**config.mk**
```make
export PLATFORM = sky130hd
export DESIGN_NAME = lod_decode16
export DESIGN_NICKNAME = d
export VERILOG_FILES = /design/src/rtl/lod_decode16.sv
export SDC_FILE = /design/constraint.sdc
export NUM_CORES = 1
export LEC_CHECK = 0
export CAP_MARGIN = 20
export CORE_AREA = 3 3 44 76
export DETAILED_ROUTE_END_ITERATION = 6
export DIE_AREA = 0 0 47 79
export PLACE_DENSITY = 0.8
export SYNTH_ARGS = -nofsm -noshare
export SYNTH_HDL_FRONTEND = slang
export SYNTH_SLANG_ARGS = --single-unit
export TNS_END_PERCENT = 100
```
**constraint.sdc**
```tcl
create_clock -name aclk -period 3.78 [get_ports aclk]
set_clock_uncertainty 0.1 [all_clocks]
set_input_delay 0.567 -clock aclk [delete_from_list [all_inputs] [get_ports aclk]]
set_output_delay 0.567 -clock aclk [all_outputs]
set_load 0.1 [all_outputs]
```
**src/rtl/lod_decode16.sv**
```systemverilog
// lod_decode16 - reassembles a word-level leading-one result from a stream of
// per-nibble leading-one detector codes, most-significant nibble first.
//
// Ports:
//   aclk, aresetn        clock (rising edge), asynchronous active-low reset
//   rx_valid / rx_ready  beat handshake; a beat is taken when both are high
//   rx_hotflag           nibble contained a one
//   rx_data[1:0]         leading-one position inside the nibble (3 = MSB)
//   rx_last              final beat of word marker
//   tx_valid / tx_ready  result handshake
//   tx_data[W-1:0]       one-hot mask of the word's leading one (0 if none)
//   tx_index[IW-1:0]     bit index of the leading one (0 if none)
//   tx_hotflag           word contained a one
//   tx_error             rx_last disagreed with the beat count for the word
module lod_decode16 #(
    parameter  int unsigned NIBBLES = 4,
    localparam int unsigned W       = 4 * NIBBLES,
    localparam int unsigned IW      = $clog2(W),
    localparam int unsigned KW      = (NIBBLES > 1) ? $clog2(NIBBLES) : 1
) (
    input  logic          aclk,
    input  logic          aresetn,
    input  logic          rx_valid,
    output logic          rx_ready,
    input  logic          rx_hotflag,
    input  logic [1:0]    rx_data,
    input  logic          rx_last,
    output logic          tx_valid,
    input  logic          tx_ready,
    output logic [W-1:0]  tx_data,
    output logic [IW-1:0] tx_index,
    output logic          tx_hotflag,
    output logic          tx_error
);

    typedef enum logic {
        COLLECT = 1'b0,
        HOLD    = 1'b1
    } state_t;

    state_t        state_q;
    logic [KW-1:0] k_q;
    logic          hot_q;
    logic [IW-1:0] idx_q;
    logic          rx_ready_q;
    logic          tx_valid_q;
    logic [W-1:0]  tx_data_q;
    logic [IW-1:0] tx_index_q;
    logic          tx_hotflag_q;
    logic          tx_error_q;

    logic          accept;
    logic          last_pos;
    logic          word_end;
    logic [IW-1:0] beat_idx;
    logic          hot_d;
    logic [IW-1:0] idx_d;

    // rx_ready_q is only ever high in COLLECT, so it doubles as the state gate.
    assign accept   = rx_valid && rx_ready_q;
    assign last_pos = (k_q == KW'(NIBBLES - 1));
    assign word_end = last_pos || rx_last;

    // Accumulator values including the current beat; the first hot beat wins.
    always_comb begin
        beat_idx = IW'(4 * (NIBBLES - 1 - int'(k_q)) + int'(rx_data));
        hot_d    = hot_q || rx_hotflag;
        idx_d    = hot_q ? idx_q : (rx_hotflag ? beat_idx : '0);
    end

    always_ff @(posedge aclk or negedge aresetn) begin
        if (!aresetn) begin
            state_q      <= COLLECT;
            k_q          <= '0;
            hot_q        <= 1'b0;
            idx_q        <= '0;
            rx_ready_q   <= 1'b0;
            tx_valid_q   <= 1'b0;
            tx_data_q    <= '0;
            tx_index_q   <= '0;
            tx_hotflag_q <= 1'b0;
            tx_error_q   <= 1'b0;
        end else begin
            case (state_q)
                COLLECT: begin
                    rx_ready_q <= 1'b1;
                    if (accept) begin
                        if (word_end) begin
                            tx_index_q   <= idx_d;
                            tx_data_q    <= hot_d ? (W'(1) << idx_d) : '0;
                            tx_hotflag_q <= hot_d;
                            tx_error_q   <= (rx_last != last_pos);
                            k_q          <= '0;
                            hot_q        <= 1'b0;
                            idx_q        <= '0;
                            rx_ready_q   <= 1'b0;
                            tx_valid_q   <= 1'b1;
                            state_q      <= HOLD;
                        end else begin
                            k_q   <= k_q + KW'(1);
                            hot_q <= hot_d;
                            idx_q <= idx_d;
                        end
                    end
                end
                HOLD: begin
                    if (tx_ready) begin
                        tx_valid_q <= 1'b0;
                        rx_ready_q <= 1'b1;
                        state_q    <= COLLECT;
                    end
                end
                default: begin
                    state_q    <= COLLECT;
                    rx_ready_q <= 1'b0;
                    tx_valid_q <= 1'b0;
                end
            endcase
        end
    end

    assign rx_ready   = rx_ready_q;
    assign tx_valid   = tx_valid_q;
    assign tx_data    = tx_data_q;
    assign tx_index   = tx_index_q;
    assign tx_hotflag = tx_hotflag_q;
    assign tx_error   = tx_error_q;

endmodule

```
==> summary.md <==
| Metric | Value |
|---|---|
| Status | `complete, no violations` |
| Switching pwr | `0.818 mW` |
| Avg Synthesized Cell Area | `roughly 10 um^2` |
| Fill cells | `220` |
| CP endpoint | `rx_ready` |
| Die height | `~79 um` |
| Slowest stage cell, crit path | `clkdlybuf4s50_1` |
| Sw Share | `0.519` |
| Synth area leaders | `dfrtp_1 (54%), nand2_1 (8.6%), o31ai_1 (6.1%)` |
| Peak VDD IR | `roughly 0.67 mV` |
| CTS sink cnt | `32` |
| Core Region | `between 2000 and 3000 um^2` |
| Clk_lat worst skew | `~280 ps` |
| Hold Buf Count CTS | `0` |
| Tightest Hold Check Type | `reg2reg` |
| Area Growth Syn to Fin | `25.1%` |
| Largest net degree at the start of global routing | `41` |
| Final Max Slew Viols | `0` |
| Cells after DPL | `slightly below 200` |
| Max-Cap Viols | `0` |
| DIE WIDTH | `about 47 um` |
| Cell Chain, Critical Path | `clkdlybuf4s50_1` |
| Synth Instances | `roughly 140` |
| Final setup fails | `0` |
| Netlist cell types | `34` |
| Most frequent cell after synthesis | `nand2_1` |
| Worst R2R Setup Slack | `approximately 1700 ps` |
| Final core occ | `0.672` |
| Pint | `approximately 0.76 mW` |
| Yosys reg bits | `32` |
| Pre-CTS WS | `1220 ps` |
| Placed inst area | `1780 um^2` |
| Total power | `between 1.5 and 2 mW` |
| Commonest cells post-synth | `nand2_1 (34), dfrtp_1 (32), o31ai_1 (12), o21ai_1 (10), nor2_1 (7)` |
| Async S/R FF share, synth | `1.00` |
| Critical Path AT | `1910 ps` |
| Share of layout cells above drive strength 1 | `0.0581` |
| # Post-CTS Setup Buffers | `0` |
| Port bufs | `31` |
| Sequential Power Share | `0.330` |
| Diode count | `0` |
| Yosys top cell by area | `dfrtp_1` |
| Rows | `25` |
| Reg-to-Reg Start | `k_q[0]$_DFFE_PN0P_` |
| Setup TNS | `0 ps` |
| Grt total ovfl | `0` |
| Nets | `184` |
| Post-CTS sizing | `0` |
| Number of flops mapped to enable cells by yosys | `0` |
| Crit. End Element | `primary output` |
| Leakage Power | `roughly 0.8 nW` |
| Power share of the combinational group | `0.528` |
| DPL Wire Length | `approximately 2200 um` |
| Fmax | `between 0.3 and 0.4 GHz` |
| Slowest stage delay, CP | `1170 ps` |
| RSZ-0062 raised after global routing | `false` |
| Main synth FF type | `dfrtp_1` |
| Final cell count without fillers | `between 150 and 200` |
| Kind of critical path | `reg2out` |
| Root buffer selected by CTS | `clkbuf_8` |
| Fin. Hold Viols | `0` |
| GRT Overall Usage | `0.179` |
| WHS | `about 380 ps` |
| Max Buffers Root-to-Sink | `2` |
| Fin crit period | `between 2000 and 3000 ps` |
| Initial antenna violation count | `0` |
| Initial Util | `0.537` |
| First-pass DRT Iterations | `4` |
| Vias in the first global route | `between 1000 and 1500` |
| R2R cell count | `5` |
| Area share of the largest cell type after synthesis | `0.541` |
| Top Family by Delay on Critical Path | `buffers and inverters` |
| Tcrit/Tclk final | `0.681` |
| Post-Route WL | `2890 um` |
| Die area | `around 3700 um^2` |
| CP required | `between 3000 and 4000 ps` |
| Mapped Area | `1480 um^2` |
| Final WS setup | `1210 ps` |
| Crit Path Max Fanout | `6` |
| Final RePlAce weighted congestion | `0.830` |
| First-pass GRT wire length | `~4800 um` |
| Critical path launch point type | `flop` |
| Power per cell area | `around 850 nW/um^2` |
| Initial DRC Count | `18` |
| IO Pins | `32` |
| CP startpoint | `rx_ready$_DFFE_PN0P_` |
| Crit path buf inv count | `1` |
| Vias/cell | `approximately 5.7` |
| DR WL/cell | `about 15 um` |
| Clock slew at reported path FFs | `60 ps` |
| R2r endpoint | `tx_error$_DFFE_PN0P_` |
| Non-Filler Cell Area, Final | `1850 um^2` |
| Antenna-violating nets left | `0` |
| DRC Markers | `0` |
| CTS tree | `built` |
| Worst-Margin Slew | `973 ps` |
| H-tree depth | `2` |
| Ys Warns | `0` |
| Sequential area share after synthesis | `0.541` |
| Slew headroom | `0.349` |
| Post-synthesis net count | `152` |
| Via count | `roughly 1100` |
| Clock power share | `0.142` |
| CTS buffer count | `5` |
| Stages on worst setup path | `1` |
==> cell usage in the layout, fill, tap and decap left out <==
master | Yosys | final
a21boi_0 | 1 | 1
a21o_1 | 1 | 1
a21oi_1 | 2 | 2
a22o_1 | 1 | 1
a2bb2oi_1 | 2 | 2
a31oi_1 | 2 | 2
a32o_1 | 2 | 2
a32oi_1 | 1 | 1
and2b_1 | 2 | 2
and3b_1 | 2 | 2
buf_4 | 3 | 1
clkbuf_8 | 0 | 5
clkdlybuf4s50_1 | 0 | 31
dfrtp_1 | 32 | 32
ha_1 | 2 | 2
inv_1 | 2 | 2
mux2_2 | 1 | 1
mux2_4 | 1 | 1
mux2i_1 | 1 | 1
nand2_1 | 34 | 34
nand2b_1 | 1 | 1
nand3_1 | 2 | 2
nand3b_1 | 2 | 2
nand4b_1 | 2 | 2
nand4bb_4 | 1 | 1
nor2_1 | 7 | 7
nor2b_1 | 2 | 2
nor3b_1 | 1 | 1
nor3b_2 | 1 | 1
o21ai_0 | 3 | 3
o21ai_1 | 10 | 10
o2bb2ai_1 | 1 | 1
o31a_1 | 1 | 1
o31ai_1 | 12 | 12
==> power groups by stage <==
stage	Combinational, mW	Clock, mW	Sequential (mW)
after floorplan	0.223	0	0.951
after global placement	0.829	0	0.523
after detailed placement	0.838	0	0.528
after CTS	0.839	0.230	0.521
after global routing	0.871	0.242	0.538
final	0.832	0.223	0.520
==> cell type report <==
class / instances / area [um^2] / share of cell area
Sequential cell: 32 / 801 / 0.433
Multi-Input combinational cell: 101 / 622 / 0.336
Inverter: 2 / 7.51 / 0.00406
Clock buffer: 5 / 68.8 / 0.0372
Timing Repair Buffer: 32 / 318 / 0.172
Tap cell: 27 / 33.8 / 0.0183
==> flip-flops by register name, summed over array words and instances, names as in the netlist <==
signal	flops
tx_valid	1
hot_q	1
state_q	1
k_q	2
tx_data	16
idx_q	4
rx_ready	1
tx_hotflag	1
tx_error	1
tx_index	4
==> logic make-up (layout without fill, tap and decap cells) <==
logic type / Yosys count / after routing / share of synthesized area
mux: 3 / 3 / 0.0245
simple gates: 57 / 57 / 0.200
flops: 32 / 32 / 0.541
buf+inv: 9 / 39 / 0.0381
compound gates: 39 / 39 / 0.179
fa+ha+maj: 2 / 2 / 0.0169
==> layer usage <==
layer  routed length [um]  up-vias  track usage
li1                     -      564            -
met4                   75        0       0.0859
met1                 1170      531        0.208
met5                    0        -            0
met2                 1530       25        0.290
met3                  119        8       0.0476
==> how the worst min path moves through the flow <==
stage / startpoint / to / slack [ps] / depth (start not counted)
after floorplan: aresetn / hot_q$_DFFE_PN0P_ / 170 / 0
final: tx_data[9]$_DFFE_PN0P_ / tx_data[9]$_DFFE_PN0P_ / 380 / 2
after detailed placement: tx_data[9]$_DFFE_PN0P_ / tx_data[9]$_DFFE_PN0P_ / 370 / 2
after global placement: tx_data[8]$_DFFE_PN0P_ / tx_data[8]$_DFFE_PN0P_ / 360 / 2
after global routing: tx_data[4]$_DFFE_PN0P_ / tx_data[4]$_DFFE_PN0P_ / 400 / 2
after CTS: tx_data[9]$_DFFE_PN0P_ / tx_data[9]$_DFFE_PN0P_ / 380 / 2
Power figures use the tool's default switching activity.
